<file path="config.mk">
export PLATFORM = sky130hd
export DESIGN_NAME = elevator_call_scheduler
export DESIGN_NICKNAME = d
export VERILOG_FILES = /design/src/rtl/elevator_call_scheduler.sv
export SDC_FILE = /design/constraint.sdc
export NUM_CORES = 1
export LEC_CHECK = 0
export CORE_MARGIN = 2
export CORE_UTILIZATION = 25
export DETAILED_ROUTE_END_ITERATION = 12
export PLACE_DENSITY = 0.39
export SYNTH_ARGS = -nofsm -noshare
export SYNTH_HDL_FRONTEND = slang
export SYNTH_SLANG_ARGS = --single-unit
</file>
<file path="constraint.sdc">
create_clock -name clk -period 3.2 [get_ports clk]
set_input_delay 0.64 -clock clk [delete_from_list [all_inputs] [get_ports clk]]
set_output_delay 0.64 -clock clk [all_outputs]
set_load 0.02 [all_outputs]
</file>
<file path="src/rtl/elevator_call_scheduler.sv">
// -----------------------------------------------------------------------------
// elevator_call_scheduler
//
// Purpose: latches floor call buttons and steers a four-floor car. It sends
// one-hot floor commands to a floor controller and watches the returned
// present_floor to detect arrival. When the car reaches a floor with a
// pending call, the scheduler holds the door open for DWELL_CYCLES cycles.
//
// Parameters:
//   DWELL_CYCLES    door-open hold time in clk cycles (1..255)
//
// Ports:
//   clk             sole clock, rising edge
//   rst_n           synchronous active-low reset
//   call_btn[3:0]   raw call buttons, asynchronous, level-high while pressed
//   present_floor   one-hot car position from the floor controller
//   requested_floor one-hot floor command (registered)
//   pending[3:0]    latched outstanding calls (registered)
//   door_open       high while dwelling at a floor
//   dir_up, dir_dn  high while moving up / down
//   err_floor       registered, high after a sampled non-one-hot present_floor
//   state_dbg       current FSM state, for observation only
//
// Handshake: this block has no valid/ready channel. A call is accepted when
// the synchronized button shows a rising edge. present_floor is the only
// arrival indication, and the block trusts it whenever it is one-hot.
// -----------------------------------------------------------------------------
module elevator_call_scheduler #(
  parameter int DWELL_CYCLES = 16
) (
  input  logic       clk,
  input  logic       rst_n,
  input  logic [3:0] call_btn,
  input  logic [3:0] present_floor,
  output logic [3:0] requested_floor,
  output logic [3:0] pending,
  output logic       door_open,
  output logic       dir_up,
  output logic       dir_dn,
  output logic       err_floor,
  output logic [1:0] state_dbg
);

  typedef enum logic [1:0] {
    IDLE      = 2'd0,
    MOVE_UP   = 2'd1,
    MOVE_DOWN = 2'd2,
    DWELL     = 2'd3
  } state_t;

  localparam logic [7:0] DWELL_LOAD = 8'(DWELL_CYCLES - 1);

  state_t     state, state_nx;
  logic [7:0] cnt, cnt_nx;
  logic [3:0] req_nx, pend_nx, clr;
  logic       prior_up, prior_up_nx;

  logic [3:0] sync1, sync2, prev, rise;
  logic       floor_valid, at_floor;
  logic [3:0] below_mask, above_bits, below_bits, near_up, near_dn;

  // Highest set bit of a 4-bit vector, returned as one-hot (or zero).
  function automatic logic [3:0] highest_bit(input logic [3:0] v);
    highest_bit = '0;
    for (int i = 0; i < 4; i++) begin
      if (v[i]) begin
        highest_bit    = '0;
        highest_bit[i] = 1'b1;
      end
    end
  endfunction

  // Two-flop synchronizer plus a previous-value flop for edge detection.
  always_ff @(posedge clk) begin
    if (!rst_n) begin
      sync1 <= '0;
      sync2 <= '0;
      prev  <= '0;
    end else begin
      sync1 <= call_btn;
      sync2 <= sync1;
      prev  <= sync2;
    end
  end

  assign rise = sync2 & ~prev;

  // For a one-hot floor value f, f-1 covers every index below it.
  assign floor_valid = $onehot(present_floor);
  assign below_mask  = present_floor - 4'd1;
  assign above_bits  = pending & ~(present_floor | below_mask);
  assign below_bits  = pending & below_mask;
  assign near_up     = above_bits & (~above_bits + 4'd1);
  assign near_dn     = highest_bit(below_bits);
  assign at_floor    = |(pending & present_floor);

  always_comb begin
    state_nx    = state;
    cnt_nx      = cnt;
    req_nx      = requested_floor;
    prior_up_nx = prior_up;
    clr         = '0;

    // An invalid floor reading freezes the FSM. Calls are still latched.
    if (floor_valid) begin
      case (state)
        IDLE, MOVE_UP, MOVE_DOWN: begin
          if (at_floor) begin
            state_nx    = DWELL;
            cnt_nx      = DWELL_LOAD;
            req_nx      = present_floor;
            clr         = present_floor;
            prior_up_nx = (state != MOVE_DOWN);
          end else if (state != MOVE_DOWN && |above_bits) begin
            state_nx = MOVE_UP;
            req_nx   = near_up;
          end else if (state != MOVE_UP && |below_bits) begin
            state_nx = MOVE_DOWN;
            req_nx   = near_dn;
          end else begin
            state_nx = IDLE;
            req_nx   = present_floor;
          end
        end
        DWELL: begin
          // A fresh call at the open floor is absorbed and restarts the hold.
          clr = present_floor;
          if (|(rise & present_floor)) begin
            cnt_nx = DWELL_LOAD;
          end else if (cnt != 8'd0) begin
            cnt_nx = cnt - 8'd1;
          end else if (prior_up && |above_bits) begin
            state_nx = MOVE_UP;
            req_nx   = near_up;
          end else if (!prior_up && |below_bits) begin
            state_nx = MOVE_DOWN;
            req_nx   = near_dn;
          end else if (|above_bits) begin
            state_nx = MOVE_UP;
            req_nx   = near_up;
          end else if (|below_bits) begin
            state_nx = MOVE_DOWN;
            req_nx   = near_dn;
          end else begin
            state_nx = IDLE;
            req_nx   = present_floor;
          end
        end
        default: state_nx = IDLE;
      endcase
    end

    pend_nx = (pending | rise) & ~clr;
  end

  always_ff @(posedge clk) begin
    if (!rst_n) begin
      state           <= IDLE;
      cnt             <= '0;
      requested_floor <= 4'b0001;
      pending         <= '0;
      prior_up        <= 1'b1;
      err_floor       <= 1'b0;
    end else begin
      state           <= state_nx;
      cnt             <= cnt_nx;
      requested_floor <= req_nx;
      pending         <= pend_nx;
      prior_up        <= prior_up_nx;
      err_floor       <= ~floor_valid;
    end
  end

  assign door_open = (state == DWELL);
  assign dir_up    = (state == MOVE_UP);
  assign dir_dn    = (state == MOVE_DOWN);
  assign state_dbg = state;

endmodule

</file>
==> run metrics <==
status=finished clean; Clock Skew=0.00364 ns; Num CTS Buffers=5; clock slew at reported path FFs=0.08 ns; post-route non-filler standard cell count=363; DR pass1 iterations=4; Post-Syn Area=1890 um^2; Max Freq=0.331 GHz; WL/cell=14.2 um; Buf+Inv Stages, Crit Path=4; Data arrival, critical path=3.26 ns; Vert. Die Dim=91.0 um; clock root cell=clkbuf_8; fin worst setup slack=0.174 ns; clk sinks=32; Worst R2R Start=pending[3]; Total Routing Usage GR=0.130; Max Slew Vio Count=0; IO Count=24; worst hold start=sync1[2]; via count=approximately 1700; vias in the first global route=1717; Ant. Diodes=0; top cells by area, synth=dfxtp_1 (34%), ha_1 (5.3%), and2_1 (4.6%); CTS tree=done; CTS Hold Bufs=0; syn_nets=238; vias per inst=4.80; flop2flop setup slack=1.17 ns; Crit Path Max Fanout=2; crit path max-delay cell type=fa_1; Max stage delay on crit path=0.53 ns; FFs w/ async S/R, synth=0; Syn Area/Cell=8.65 um^2; top cell type's share of synthesized area=0.338; synthesized flop and latch total=32; delay-heaviest family, CP=adder cells; critical path depth=13; Hold WS=0.428 ns; Detailed Route Iter0 Violations=45; GR Overflow Total=0; port bufs=23; Initial Util=0.260; Pleak=~0.99 nW; Max Cap Viol=0; predominant post-synthesis flop cell=dfxtp_1; post-CTS resize count=0; die area=8290 um^2; clock latency on the worst-skew pair=approximately 0.28 ns; final core area utilization=0.339; Hold Crit Class=flip-flop to flip-flop; Max clock buf depth=2; Crit Path Category=input port to flip-flop; R2R depth=6; gpl congestion=0.803; final worst-path cycle share=0.946; CP Capture Point=requested_floor[0]; cell taking the most area after synthesis=dfxtp_1; pre-CTS WS=-0.167 ns; post-synthesis sequential area ratio=0.338; # Post-CTS Setup Buffers=0; Post-Synthesis Cells=219; commonest cells after routing, fill and taps aside=dfxtp_1 (32), buf_4 (24), clkdlybuf4s50_1 (23); CP startpoint=present_floor[0]; worst-margin pin slew=a little under 0.5 ns; Cell variety after synth=59; leading cell type in the layout, fill and taps excluded=dfxtp_1; Post-synth EDFFs=0; Setup crit end kind=flip-flop; # rows=31; first-pass GRT wire length=8650 um; Post-Route WL=5170 um; Reg-to-Reg End=requested_floor[2]; setup_tns=0 ns; H-Tree Depth=2; largest net degree at the start of global routing=24; share of cells above drive strength 1=0.178; Ys Warns=0; Max rail drop VDD=0.225 mV; dpl hpwl=3930 um; Antenna Violating Nets Remaining=0; Worst Path Required=approximately 3.4 ns; RSZ-0062 raised after global routing=false; Final nets=~280; drt drc=0; fin crit period=3.03 ns; total core area=7290 um^2; power per cell area=between 400 and 500 nW/um^2; Inst Count DP=354; area grow syn2layout=30.4%; Slew headroom=0.679; Setup violations, final=0; Hold Fails Final Rpt=0; Die W=91.0 um; critical path startpoint category=input port; initial antenna violation count=0; worst-path cell chain=clkdlybuf4s50_1 -> inv_1 -> fa_1 -> inv_1 -> ha_1 -> ha_1 -> nor3b_4 -> buf_4 -> nand4b_1 -> o41ai_1 -> a31oi_1 -> o211ai_1 -> a21o_1
-- power breakdown --
part           total (mW)  internal (mW)  switching [mW]
combinational       0.335          0.160           0.175
clock               0.321          0.154           0.167
sequential          0.461          0.427          0.0337
total                1.12          0.742           0.375
-- cell usage after synthesis (5+ instances only) --
| cell | count |
|---|---|
| nand3_1 | 16 |
| and2_1 | 14 |
| nor2_1 | 15 |
| o21ai_1 | 5 |
| ha_1 | 8 |
| clkbuf_1 | 6 |
| o21ai_0 | 7 |
| nor2b_1 | 10 |
| dfxtp_1 | 32 |
| a21oi_1 | 12 |
| inv_1 | 10 |
| nand2_1 | 13 |
-- layout make-up --
type | count | area (um^2)
multi-input combinational | 167 | 1160
fill | 795 | 4820
clock buffer | 5 | 68.8
sequential | 32 | 641
timing repair buffer | 47 | 410
inverter | 10 | 37.5
clock inverter | 3 | 23.8
tap | 99 | 124
-- state kept, by name, indices dropped and copies added (netlist names) --
register,flops
cnt,8
err_floor,1
pending,4
prev,4
prior_up,1
requested_floor,4
state_dbg,2
sync1,4
sync2,4
-- how the worst min path moves through the flow --
stage | to | slack [ns] | cells past startpoint
floorplan | sync2[2] | 0.41 | 1
global placement | sync2[2] | 0.41 | 1
detailed placement | sync2[2] | 0.41 | 1
CTS | sync2[2] | 0.43 | 1
global route | sync2[0] | 0.45 | 1
finish | sync2[2] | 0.43 | 1
-- logic make-up after synthesis --
kind of cell / Yosys count / synth area share
simple gates: 93 / 0.287
compound gates: 61 / 0.246
flops: 32 / 0.338
buf+inv: 20 / 0.0469
fa+ha+maj: 9 / 0.0634
xor+xnor: 4 / 0.0185
-- through the flow --
step / instance area, um^2 / total power [mW]
final: 2470 / 1.12
after global routing: 2470 / 1.19
after CTS: 2460 / 1.13
after detailed placement: 2370 / 0.805
after global placement: 2370 / 0.808
after floorplan: 1890 / 0.670
-- routing by layer --
metal	share of wire	global-route usage
met5	0	0
met4	0.016	0.0429
met3	0.031	0.0274
met2	0.48	0.220
met1	0.47	0.165
Power figures use the tool's default switching activity.
